[src/rtl/seg7_time_scanner_pkg.sv]
// Shared display definitions for the 7-segment display blocks.
//   - Segment vectors are active-low, bit order {g,f,e,d,c,b,a} (bit 6 = g, bit 0 = a).
//   - Glyph constants: dash, blank, page letters H / n / S.
//   - Page encoding: PAGE_HH / PAGE_MM / PAGE_SS (2 bits).
// No ports; import with seg7_time_scanner_pkg::*.
package seg7_time_scanner_pkg;

  // Bit-order reference for a segment vector.
  typedef struct packed {
    logic g;
    logic f;
    logic e;
    logic d;
    logic c;
    logic b;
    logic a;
  } seg7_bits_t;

  localparam logic [6:0] SEG_BLANK = 7'h7F;
  localparam logic [6:0] SEG_DASH  = 7'h3F;
  localparam logic [6:0] GLYPH_H   = 7'h09;
  localparam logic [6:0] GLYPH_N   = 7'h2B;
  localparam logic [6:0] GLYPH_S   = 7'h12;

  typedef logic [1:0] page_t;
  localparam page_t PAGE_HH = 2'd0;
  localparam page_t PAGE_MM = 2'd1;
  localparam page_t PAGE_SS = 2'd2;

  function automatic logic [6:0] page_glyph(input page_t pg);
    case (pg)
      PAGE_HH: page_glyph = GLYPH_H;
      PAGE_MM: page_glyph = GLYPH_N;
      PAGE_SS: page_glyph = GLYPH_S;
      default: page_glyph = SEG_DASH;
    endcase
  endfunction

endpackage

[src/rtl/seg7_time_scanner_bcd_to_seg7.sv]
// bcd_to_seg7: combinational BCD nibble to active-low 7-segment decoder.
// Ports:
//   bcd  in  4  BCD digit; values above 9 are shown as '-'
//   seg  out 7  segments {g,f,e,d,c,b,a}, active-low
module bcd_to_seg7
  import seg7_time_scanner_pkg::*;
(
  input  logic [3:0] bcd,
  output logic [6:0] seg
);

  always_comb begin
    seg = SEG_DASH;
    case (bcd)
      4'd0: seg = 7'h40;
      4'd1: seg = 7'h79;
      4'd2: seg = 7'h24;
      4'd3: seg = 7'h30;
      4'd4: seg = 7'h19;
      4'd5: seg = 7'h12;
      4'd6: seg = 7'h02;
      4'd7: seg = 7'h78;
      4'd8: seg = 7'h00;
      4'd9: seg = 7'h10;
      default: seg = SEG_DASH;
    endcase
  end

endmodule

[src/rtl/seg7_time_scanner.sv]
// seg7_time_scanner: scans BCD hh/mm/ss + pm onto a 3-digit common-anode display.
// Pages rotate H-hh, n-mm, S-ss; the page-letter digit's DP shows PM. All three
// digits of a frame come from one snapshot taken at the previous frame end.
// Ports:
//   i_clk    in   1  system clock
//   i_reset  in   1  synchronous, active-high reset
//   i_hh     in   8  hours BCD {tens,ones}
//   i_mm     in   8  minutes BCD
//   i_ss     in   8  seconds BCD
//   i_pm     in   1  1 = PM
//   i_hold   in   1  1 = freeze current page (scanning continues)
//   o_seg    out  7  segments {g,f,e,d,c,b,a}, active-low, registered
//   o_dp     out  1  decimal point, active-low, registered
//   o_an     out  3  digit enables, active-low, registered; [2] = leftmost
// Build option: define LEADING_ZERO_BLANK_EN to blank a zero hours-tens digit.
module seg7_time_scanner
  import seg7_time_scanner_pkg::*;
#(
  parameter int REFRESH_DIV = 16667,
  parameter int DEAD_CYCLES = 16,
  parameter int PAGE_FRAMES = 2000
) (
  input  logic       i_clk,
  input  logic       i_reset,
  input  logic [7:0] i_hh,
  input  logic [7:0] i_mm,
  input  logic [7:0] i_ss,
  input  logic       i_pm,
  input  logic       i_hold,
  output logic [6:0] o_seg,
  output logic       o_dp,
  output logic [2:0] o_an
);

  localparam int PW = (REFRESH_DIV > 1) ? $clog2(REFRESH_DIV) : 1;
  localparam int FW = (PAGE_FRAMES > 1) ? $clog2(PAGE_FRAMES) : 1;
  localparam logic [PW-1:0] P_LAST = PW'(REFRESH_DIV - 1);
  localparam logic [PW-1:0] P_DEAD = PW'(DEAD_CYCLES);
  localparam logic [FW-1:0] F_LAST = FW'(PAGE_FRAMES - 1);

  logic [PW-1:0] p;
  logic [1:0]    d;
  logic [FW-1:0] f;
  page_t         page;
  logic [7:0]    snap_hh, snap_mm, snap_ss;
  logic          snap_pm;

  logic          slot_end, frame_end;
  logic [7:0]    field;
  logic [3:0]    nibble;
  logic [6:0]    dec_seg;
  logic [6:0]    seg_nxt;
  logic [2:0]    an_nxt;
  logic          dp_nxt;

  assign slot_end  = (p == P_LAST);
  assign frame_end = slot_end && (d == 2'd2);

  always_ff @(posedge i_clk) begin
    if (i_reset) begin
      p       <= '0;
      d       <= 2'd0;
      f       <= '0;
      page    <= PAGE_HH;
      snap_hh <= 8'h00;
      snap_mm <= 8'h00;
      snap_ss <= 8'h00;
      snap_pm <= 1'b0;
    end else begin
      p <= slot_end ? '0 : p + PW'(1);
      if (slot_end) d <= (d == 2'd2) ? 2'd0 : d + 2'd1;
      if (frame_end) begin
        snap_hh <= i_hh;
        snap_mm <= i_mm;
        snap_ss <= i_ss;
        snap_pm <= i_pm;
        if (f == F_LAST) begin
          f <= '0;
          if (!i_hold) page <= (page == PAGE_SS) ? PAGE_HH : page + 2'd1;
        end else begin
          f <= f + FW'(1);
        end
      end
    end
  end

  always_comb begin
    case (page)
      PAGE_HH: field = snap_hh;
      PAGE_MM: field = snap_mm;
      default: field = snap_ss;
    endcase
    nibble = (d == 2'd1) ? field[7:4] : field[3:0];
  end

  bcd_to_seg7 u_dec (
    .bcd (nibble),
    .seg (dec_seg)
  );

  // Next-output values are derived from the current p/d, so the registered
  // segments and anode always belong to the same slot.
  always_comb begin
    seg_nxt = dec_seg;
    if (d == 2'd2) seg_nxt = page_glyph(page);
`ifdef LEADING_ZERO_BLANK_EN
    if (d == 2'd1 && page == PAGE_HH && field[7:4] == 4'd0) seg_nxt = SEG_BLANK;
`endif
    case (d)
      2'd0:    an_nxt = 3'b110;
      2'd1:    an_nxt = 3'b101;
      2'd2:    an_nxt = 3'b011;
      default: an_nxt = 3'b111;
    endcase
    if (p < P_DEAD) an_nxt = 3'b111;
    dp_nxt = !((d == 2'd2) && snap_pm);
  end

  always_ff @(posedge i_clk) begin
    if (i_reset) begin
      o_seg <= SEG_BLANK;
      o_dp  <= 1'b1;
      o_an  <= 3'b111;
    end else begin
      o_seg <= seg_nxt;
      o_dp  <= dp_nxt;
      o_an  <= an_nxt;
    end
  end

endmodule

[config.mk]
export PLATFORM = sky130hd
export DESIGN_NAME = seg7_time_scanner
export DESIGN_NICKNAME = d
export VERILOG_FILES = /design/src/rtl/seg7_time_scanner_pkg.sv /design/src/rtl/seg7_time_scanner_bcd_to_seg7.sv /design/src/rtl/seg7_time_scanner.sv
export SDC_FILE = /design/constraint.sdc
export NUM_CORES = 1
export LEC_CHECK = 0
export ABC_AREA = 1
export CAP_MARGIN = 20
export CORE_UTILIZATION = 35
export DETAILED_ROUTE_END_ITERATION = 8
export MAX_ROUTING_LAYER = met4
export PLACE_DENSITY = 0.59
export SETUP_SLACK_MARGIN = 0.05
export SYNTH_ARGS = -nofsm -noshare
export SYNTH_HDL_FRONTEND = slang
export SYNTH_HIERARCHICAL = 1
export SYNTH_SLANG_ARGS = --single-unit
[constraint.sdc]
create_clock -name i_clk -period 2.1 [get_ports i_clk]
set_input_delay 0.42 -clock i_clk [delete_from_list [all_inputs] [get_ports i_clk]]
set_output_delay 0.42 -clock i_clk [all_outputs]
set_load 0.1 [all_outputs]
==> impl_metrics.env, run 1 <==
export IMPL_status="finished clean"
export IMPL_p_switching_uw=590.6
export IMPL_crit_type="flip-flop to flip-flop"
export IMPL_htree_levels=3
export IMPL_sequentialPowerShare_pct=50.7
export IMPL_finalCriticalPeriod_ns=1.907
export IMPL_instances_no_fill=628
export IMPL_clk_latency_ns=0.34
export IMPL_comb_power_share_pct=6.1
export IMPL_diodes=0
export IMPL_fmax_ghz=0.5244
export IMPL_drtIter0Drc=115
export IMPL_ys_warn_count=6
export IMPL_first_pass_iters=4
export IMPL_vdd_drop_max_uv=410.9
export IMPL_relSlewSlack_pct=73.51
export IMPL_crit_path_max_fanout=5
export IMPL_post_drt_wl_per_cell_um=11.82
export IMPL_seq_area_frac_synth_pct=41.31
export IMPL_critPathCaptureType="flip-flop"
export IMPL_hpwlAfterDp_um=5398
export IMPL_fin_setup_tns_ns=0
export IMPL_maxSlewViolCount=0
export IMPL_hold_violations=0
export IMPL_nFillCells=901
export IMPL_dieArea_um2=9524
export IMPL_clock_root_buffer="clkbuf_8"
export IMPL_drive_gt1_share_pct=13.08
export IMPL_drc=0
export IMPL_grt_antenna_before_repair=0
export IMPL_fin_crit_sh_pct=90.80
export IMPL_clkPwrFrac_pct=43.1
export IMPL_max_cap_viol_count=0
export IMPL_syn_cell_area_um2=3198
export IMPL_worstHoldPathType="flip-flop to flip-flop"
export IMPL_core_area_um2=8763
export IMPL_power_internal_mw=1.907
export IMPL_die_h_um=97.59
export IMPL_leakage_nw=1.498
export IMPL_worst_pin_slew_ns=0.3969
export IMPL_antenna_left=0
export IMPL_clk_path_buf_depth=2
export IMPL_gr_total_overflow=0
export IMPL_holdBufCountCts=0
export IMPL_start_kind="flip-flop"
export IMPL_cts_buffers=9
export IMPL_switching_share_pct=23.65
export IMPL_grt_pass1_wl_um=12720
export IMPL_grt_use_total_pct=16.87
export IMPL_cp_arrival_ns=2.12
export IMPL_vias=3067
export IMPL_dp_cells=608
export IMPL_synth_seq_cells=66
export IMPL_rows=34
export IMPL_cts_clk_slew_worst_paths_ns=0.08
export IMPL_die_w_um=97.59
export IMPL_fin_skew_ns=0.004931
export IMPL_ioPinCount=39
export IMPL_power_density_nw_per_um2=629.9
export IMPL_cts_sinks=66
export IMPL_syn_nets=501
export IMPL_ff2ff_setup_slack_ns=0.19
export IMPL_synth_distinct_cells=33
export IMPL_cts_tree="done"
export IMPL_wl_um=7424
export IMPL_netlist_instances=465
export IMPL_rsz0062_at_grt="yes"
export IMPL_grt_pass1_vias=2866
export IMPL_crit_required_ns=2.32
export IMPL_viasPerCell=4.884
export IMPL_area_delta_synth_final_pct=23.98
export IMPL_start_util_pct=36.49
export IMPL_port_buffers=38
export IMPL_fin_nets=551
export IMPL_finalSetupViolCount=0
export IMPL_syn_area_per_cell_um2=6.878
export IMPL_gp_congestion=0.8981
export IMPL_grt_start_max_net_pins=32
-- registers in the layout, indices dropped and copies added, names as in the netlist --
name	cells
snap_mm	8
page	2
snap_hh	8
f	11
p	15
o_dp	1
d	2
o_seg	7
snap_ss	8
o_an	3
snap_pm	1
-- kinds of logic after synthesis --
group                    count (synthesis)  share of synthesized area (%)
adder cells (fa/ha/maj)                  8                          3.130
AO/OA/AOI/OAI                           76                          12.72
flip-flops                              66                          41.31
buffers and inverters                   58                          7.785
XOR/XNOR                                 5                          1.369
AND/OR/NAND/NOR                        252                          33.69
-- cell usage after synthesis, drive strengths merged --
cell type  number  area share, %
nand3b          2           0.47
ha              8            3.1
nand2         144             17
o21ai          12            1.9
a221oi          4            1.1
buf             8            1.9
xor2            4            1.1
o21bai          1           0.23
clkbuf          7           0.82
a21oi          56            8.8
clkinv          2           0.27
inv            41            4.8
dfxtp          66             41
nor2           52            6.9
nor3            7            1.1
nand3          35            5.6
a41oi           1           0.27
o21a            1           0.23
xnor2           1           0.27
nor3b           1           0.23
or2             3           0.59
nand4           8            1.6
o31ai           1           0.23
-- layout make-up --
type	count	area (um2)	share of cell area [%]
Tap cell	108	135.1	3.408
Sequential cell	66	1326	33.45
Multi-Input combinational cell	341	1657	41.78
Clock inverter	6	66.31	1.672
Clock buffer	10	137.6	3.471
Inverter	43	162.7	4.102
Timing Repair Buffer	54	480.5	12.12
-- power by group through the flow --
stage               Sequential [mW]  Combinational, mW  Clock, mW
global placement               1.30              0.153          0
finish                         1.27              0.153       1.08
CTS                            1.27              0.155       1.11
global route                   1.27              0.164       1.17
floorplan                      1.34             0.0334          0
detailed placement             1.30              0.154          0
-- worst max-delay path, cell delays in order (launching register included) --
cell,delay [ns]
dfxtp_4,0.35
inv_1,0.06
nor2_2,0.16
clkdlybuf4s15_2,0.27
nand3_1,0.09
a21oi_1,0.16
a21oi_2,0.09
inv_2,0.12
nand2_2,0.07
nand2_2,0.10
nand2_1,0.07
a21oi_1,0.15
o31ai_1,0.10
-- timing repair --
action | in CTS | in global routing
buffers inserted | 0 | 3
resized for setup | 0 | 13
setup endpoints to repair | 0 | 6
endpoints found under the hold margin | 0 | 0
-- path summary, 6_finish.rpt --
kind              cells after the start     from        to
hold reg to reg                       1  snap_pm      o_dp
setup reg to reg                     12     d[0]  o_seg[2]
hold / removal                        1  snap_pm      o_dp
setup / recovery                     12     d[0]  o_seg[2]
-- placed cells by master (no fill, tap or decap), types with 2 or more instances in the layout --
master / n
clkinv_2: 2
or2_0: 2
nor2_1: 45
o21ai_1: 2
o21ai_0: 10
nor3_1: 7
nor2_2: 4
clkbuf_8: 10
inv_2: 4
ha_1: 8
nand2_2: 4
dfxtp_1: 64
a221oi_1: 3
a21oi_2: 4
inv_1: 37
nand2_1: 140
a21oi_1: 52
xor2_1: 4
clkinvlp_4: 3
nand3_1: 34
buf_4: 25
nand3b_1: 2
nand4_1: 8
clkdlybuf4s50_1: 27
nor2_4: 3
-- through the flow --
| stage | hold slack, ns | utilization (%) | power [mW] | setup slack (ns) | instance area (um2) |
|---|---|---|---|---|---|
| after global placement | 0.4030 | 42.10 | 1.450 | 0.1804 | 3690 |
| after CTS | 0.4203 | 44.43 | 2.536 | 0.1007 | 3894 |
| after global routing | 0.4299 | 45.25 | 2.602 | 0.004079 | 3965 |
| after detailed placement | 0.4067 | 42.10 | 1.452 | 0.1172 | 3690 |
| after floorplan | 0.3808 | - | 1.375 | 0.1361 | 3198 |
| final | 0.4223 | 45.25 | 2.497 | 0.1932 | 3965 |
-- per-layer routing --
metal	part of all wire (%)	vias up	global-route usage, %
li1	-	1611	-
met1	50	1386	20.83
met2	45	59	26.90
met3	3.5	11	4.604
met4	1.2	0	4.977
met5	0	-	-
No activity file was read; power rests on OpenSTA's default activity.
==> run 2: changes to the inputs <==
--- a/config.mk
+++ b/config.mk
@@ -5,12 +5,11 @@
 export SDC_FILE = /design/constraint.sdc
 export NUM_CORES = 1
 export LEC_CHECK = 0
-export ABC_AREA = 1
 export CAP_MARGIN = 20
 export CORE_UTILIZATION = 35
 export DETAILED_ROUTE_END_ITERATION = 8
 export MAX_ROUTING_LAYER = met4
-export PLACE_DENSITY = 0.59
+export PLACE_DENSITY = 0.65
 export SETUP_SLACK_MARGIN = 0.05
 export SYNTH_ARGS = -nofsm -noshare
 export SYNTH_HDL_FRONTEND = slang
==> run 2 against run 1 <==
Net effect:
- the run now ends with setup timing left
- core utilization rose by 0.092 points
- worst setup slack got worse by 0.21 ns
- maximum frequency fell by 9.9%
- synthesized cell count fell by 27%
- clock power rose by 6%
- die area fell by 1.5%
- highest routed layer unchanged
- critical path type unchanged
- sequential power barely moved
- power rose by 3.1%
- sequential share of layout area barely moved
- clock skew rose by 0.0076 ns
- combinational power barely moved
- synthesized area fell by 1.5%
==> impl_metrics.env, run 2 <==
export IMPL_status="finished, violations left"
export IMPL_violations="setup timing"
export IMPL_yosysTopAreaCellShare_pct=41.94
export IMPL_vdd_drop_max_uv=521.0
export IMPL_rsz0062_at_grt="yes"
export IMPL_postLayoutSetupSlackWorst_ns=-0.01624
export IMPL_clk_latency_ns=0.34
export IMPL_synth_edf_count=0
export IMPL_cts_buffers=9
export IMPL_clk_path_buf_depth=2
export IMPL_dieArea_um2=9385
export IMPL_syn_area_per_cell_um2=9.239
export IMPL_diodes=0
export IMPL_leakage_nw=1.445
export IMPL_gp_congestion=0.8388
export IMPL_post_drt_wl_per_cell_um=13.07
export IMPL_synth_distinct_cells=49
export IMPL_maxSlewViolCount=0
export IMPL_die_h_um=96.88
export IMPL_postLayoutCellArea_um2=3954
export IMPL_grt_use_total_pct=15.32
export IMPL_synth_async_reset_ratio_pct=0
export IMPL_max_cap_viol_count=0
export IMPL_nFillCells=821
export IMPL_antenna_left=0
export IMPL_power_density_nw_per_um2=651.2
export IMPL_synth_top_area_cell="dfxtp_1"
export IMPL_drtIter0Drc=90
export IMPL_crit_path_max_fanout=3
export IMPL_worst_pin_slew_ns=0.3925
export IMPL_utilization_pct=45.34
export IMPL_yosysMostFrequentCell="dfxtp_1"
export IMPL_grt_antenna_before_repair=0
export IMPL_syn_nets=377
export IMPL_dpl_instance_area_um2=3669
export IMPL_ioPinCount=39
export IMPL_seq_area_frac_synth_pct=41.94
export IMPL_fin_crit_sh_pct=100.8
export IMPL_die_w_um=96.88
export IMPL_cts_tree="done"
export IMPL_cts_clk_slew_worst_paths_ns=0.07
export IMPL_hold_violations=0
export IMPL_start_util_pct=36.13
export IMPL_start_kind="flip-flop"
export IMPL_gr_total_overflow=0
export IMPL_fmax_ghz=0.4725
export IMPL_finalCriticalPeriod_ns=2.116
export IMPL_fin_nets=429
export IMPL_drc=0
export IMPL_area_delta_synth_final_pct=25.50
export IMPL_rows=34
export IMPL_fin_setup_tns_ns=-0.02307
export IMPL_synth_seq_cells=66
export IMPL_cts_sinks=66
export IMPL_reg_top3="p: 15 flops, f: 11 flops"
export IMPL_vias=2531
export IMPL_top_register="p"
export IMPL_instances_no_fill=506
export IMPL_syn_cell_area_um2=3151
export IMPL_largest_reg_flops=15
export IMPL_clock_root_buffer="clkbuf_8"
export IMPL_crit_required_ns=2.32
export IMPL_netlist_instances=341
export IMPL_ys_warn_count=6
export IMPL_grt_pass1_vias=2428
export IMPL_cp_arrival_ns=2.34
export IMPL_fin_skew_ns=0.01251
export IMPL_finalSetupViolCount=2
export IMPL_drive_gt1_share_pct=18.84
export IMPL_hpwlAfterDp_um=4807
export IMPL_hold_slack_ns=0.4088
export IMPL_relSlewSlack_pct=73.77
export IMPL_crit_type="flip-flop to flip-flop"
export IMPL_core_area_um2=8721
export IMPL_port_buffers=38
export IMPL_final_common_cell="dfxtp_1"
export IMPL_dp_cells=488
export IMPL_grt_pass1_wl_um=11410
export IMPL_worstHoldPathType="flip-flop to flip-flop"
export IMPL_layout_common_cells="64 x dfxtp_1, 46 x nor2_1, 33 x nand2_1"
export IMPL_critPathCaptureType="flip-flop"
export IMPL_grt_start_max_net_pins=20
export IMPL_wl_um=6614
export IMPL_viasPerCell=5.002
export IMPL_synthTopCellsByCount="66 x dfxtp_1, 48 x nor2_1, 33 x nand2_1"
export IMPL_synth_area_leaders="dfxtp_1 42%, mux2i_1 7.6%, nor2_1 5.7%"
export IMPL_htree_levels=3
export IMPL_ys_flop_type="dfxtp_1"
export IMPL_first_pass_iters=4
-- run 2: cells by family after synthesis --
kind of cell	synth area share, %
muxes	10.48
buffers and inverters	4.567
xor gates and xnor gates	3.892
AOI/OAI and AO/OA	10.05
adders and majority gates	3.177
DFF	41.94
and+or+nand+nor	25.89
-- run 2: power by group --
part / switching, mW / internal, mW / total [mW]
clock: 0.489 / 0.665 / 1.15
sequential: 0.00748 / 1.26 / 1.27
combinational: 0.0826 / 0.0684 / 0.151
-- run 2: timing repair --
action	4_1_cts	5_1_grt
gates cloned	0	0
resized for setup	10	5
buffers inserted	2	0
hold endpoints to repair	0	0
endpoints found under the setup margin	7	7
hold buffers	0	0
pin swaps	7	5
-- run 2: metal layers --
layer | vias to the layer above | track usage, % | wire, um
li1 | 1307 | - | -
met1 | 1172 | 19.22 | 3281
met5 | - | - | 0
met2 | 45 | 23.51 | 2945
met4 | 0 | 3.904 | 74
met3 | 7 | 5.347 | 312
-- run 2: layout make-up --
type,count,area [um2],area share [%]
timing repair buffer,60,521.8,13.20
sequential,66,1324,33.48
clock buffer,9,123.9,3.133
tap,108,135.1,3.418
clock inverter,7,93.84,2.373
inverter,5,18.77,0.4747
multi-input combinational,251,1737,43.92
-- run 2: worst max-delay path, cell delays in order, from the launching register on --
cell and delay (ns):
dfxtp_2 0.33, nor2b_4 0.15, buf_6 0.12, mux4_2 0.51, nor2_2 0.11, a21oi_2 0.05
buf_4 0.16, ha_4 0.15, mux2i_2 0.16, a21oi_1 0.09, nor2_1 0.11, o21bai_1 0.06
-- run 2: worst paths after layout --
check             end     from  cells after the start  slack [ns]
max          o_seg[0]     d[0]                     11       -0.02
min              o_dp  snap_pm                      1        0.41
max reg2reg  o_seg[0]     d[0]                     11       -0.02
min reg2reg      o_dp  snap_pm                      1        0.41
-- run 2: stage by stage --
stage	setup WS (ns)	power [mW]
after global placement	-0.03282	1.449
after CTS	0.005114	2.604
after floorplan	-0.06793	1.376
after detailed placement	-0.06940	1.450
after global routing	-0.1410	2.673
final	-0.01624	2.575
==> run 3: changes to the inputs <==
--- a/config.mk
+++ b/config.mk
@@ -10,7 +10,7 @@
 export DETAILED_ROUTE_END_ITERATION = 8
 export MAX_ROUTING_LAYER = met4
 export PLACE_DENSITY = 0.65
-export SETUP_SLACK_MARGIN = 0.05
+export SETUP_SLACK_MARGIN = 0.5
 export SYNTH_ARGS = -nofsm -noshare
 export SYNTH_HDL_FRONTEND = slang
 export SYNTH_HIERARCHICAL = 1
==> run 3 against run 2 <==
Net effect:
- the flow still finishes with violations (setup timing)
- clock power fell by 11%
- routed wire length is 14% higher
- flip-flop and latch count unchanged
- critical path depth is the same
- highest routed layer unchanged
- global-route usage increased by 1.3 points
- worst setup slack worse by 0.015 ns
- maximum frequency decreased by 0.71%
==> impl_metrics.env, run 3 (synthesis gave the netlist of run 2 again) <==
export IMPL_grt_pass1_vias=2598
export IMPL_final_common_cell="dfxtp_1"
export IMPL_core_area_um2=8721
export IMPL_fin_setup_tns_ns=-0.05353
export IMPL_cts_clk_slew_worst_paths_ns=0.07
export IMPL_postLayoutSetupSlackWorst_ns=-0.03147
export IMPL_grt_antenna_before_repair=0
export IMPL_vdd_drop_max_uv=316.1
export IMPL_finalCriticalPeriod_ns=2.131
export IMPL_gp_congestion=0.8002
export IMPL_clk_path_buf_depth=2
export IMPL_relSlewSlack_pct=69.19
export IMPL_start_util_pct=36.13
export IMPL_maxSlewViolCount=0
export IMPL_diodes=0
export IMPL_drc=0
export IMPL_clk_latency_ns=0.34
export IMPL_dieArea_um2=9385
export IMPL_postLayoutCellArea_um2=4447
export IMPL_nFillCells=761
export IMPL_crit_family="multiplexers"
export IMPL_max_cap_viol_count=0
export IMPL_worst_path_buf_inv=2
export IMPL_cpPeakStageDelay_ns=0.47
export IMPL_crit_path_max_fanout=3
export IMPL_port_buffers=38
export IMPL_cts_sinks=66
export IMPL_violations="setup timing"
export IMPL_worst_pin_slew_ns=0.4612
export IMPL_critPathCaptureType="flip-flop"
export IMPL_crit_type="flip-flop to flip-flop"
export IMPL_viasPerCell=5.112
export IMPL_r2r_start="d[0]"
export IMPL_critPathLaunch="d[0]"
export IMPL_cts_tree="done"
export IMPL_vias=2699
export IMPL_first_pass_iters=4
export IMPL_crit_slowest_cell="mux4_2"
export IMPL_status="finished, violations left"
export IMPL_post_drt_wl_per_cell_um=14.29
export IMPL_area_delta_synth_final_pct=41.14
export IMPL_finalSetupViolCount=3
export IMPL_crit_required_ns=2.32
export IMPL_grt_use_total_pct=16.67
export IMPL_hold_start="snap_pm"
export IMPL_hold_violations=0
export IMPL_dp_cells=489
export IMPL_top_register="p"
export IMPL_largest_reg_flops=15
export IMPL_cp_arrival_ns=2.35
export IMPL_antenna_left=0
export IMPL_drtIter0Drc=98
export IMPL_fin_nets=451
export IMPL_die_w_um=96.88
export IMPL_gr_total_overflow=0
export IMPL_rsz0062_at_grt="yes"
export IMPL_clock_root_buffer="clkbuf_8"
export IMPL_dpl_instance_area_um2=3689
export IMPL_cts_buffers=9
export IMPL_pre_cts_ws_ns=-0.1029
export IMPL_start_kind="flip-flop"
export IMPL_wl_um=7544
export IMPL_ioPinCount=39
export IMPL_ff2ff_setup_slack_ns=-0.03
export IMPL_hpwlAfterDp_um=4700
export IMPL_leakage_nw=1.636
export IMPL_grt_start_max_net_pins=26
export IMPL_utilization_pct=50.99
export IMPL_crit_chain="nor2b_4 -> buf_6 -> mux4_2 -> nor2_1 -> a21oi_1 -> buf_4 -> ha_2 -> mux2i_4 -> a21oi_1 -> nor2_1 -> o21bai_1"
export IMPL_htree_levels=3
export IMPL_holdBufCountCts=0
export IMPL_rows=34
export IMPL_fin_crit_sh_pct=101.5
export IMPL_instances_no_fill=528
export IMPL_fmax_ghz=0.4692
export IMPL_layout_common_cells="57 x dfxtp_1, 47 x nor2_1, 38 x buf_4"
export IMPL_grt_pass1_wl_um=12330
export IMPL_drive_gt1_share_pct=33.81
export IMPL_power_density_nw_per_um2=553.1
export IMPL_worstHoldPathType="flip-flop to flip-flop"
export IMPL_die_h_um=96.88
export IMPL_fin_skew_ns=0.007212
export IMPL_reg_top3="p: 15 flops, f: 11 flops"
-- run 3: what timing repair did --
item                                   in CTS  in global routing
setup endpoints to repair                  45                 60
setup buffers                              17                  5
resized for setup                          59                 41
endpoints found under the hold margin       0                  0
gates cloned                                0                  1
pin swaps                                  42                 15
-- run 3: metrics by stage --
stage	hold slack (ns)	power, mW
2_1_floorplan	0.3835	1.376
4_1_cts	0.4124	2.497
5_1_grt	0.4370	2.561
3_5_place_dp	0.3992	1.451
6_report	0.4090	2.460
3_3_place_gp	0.3903	1.451
-- run 3: power breakdown --
group          internal [mW]  total, mW  leakage (nW)  switching, mW
sequential              1.26       1.27         0.539        0.00711
clock                  0.545       1.02        0.0893          0.476
combinational         0.0775      0.173          1.01         0.0954
-- run 3: layout make-up --
class / count / area (um2) / share of cell area (%)
clock inverters: 5 / 55.05 / 1.238
multi-input cells: 251 / 1954 / 43.95
well taps: 108 / 135.1 / 3.039
repair buffers: 82 / 812.0 / 18.26
clock buffers: 11 / 131.4 / 2.954
flip-flops and latches: 66 / 1340 / 30.14
inverters: 5 / 18.77 / 0.4221
-- run 3: path summary, 6_finish.rpt --
kind,endpoint,depth (start not counted)
worst max-delay path,o_seg[0],11
worst min-delay path,o_dp,1
worst max register to register,o_seg[0],11
worst min register to register,o_dp,1
-- run 3: per-layer routing --
metal / GRT usage (%) / share of wire, % / up-vias
li1: - / - / 1343
met1: 21.59 / 46 / 1283
met2: 24.97 / 48 / 62
met3: 4.118 / 4.5 / 11
met4: 6.544 / 1.4 / 0
met5: - / 0 / -
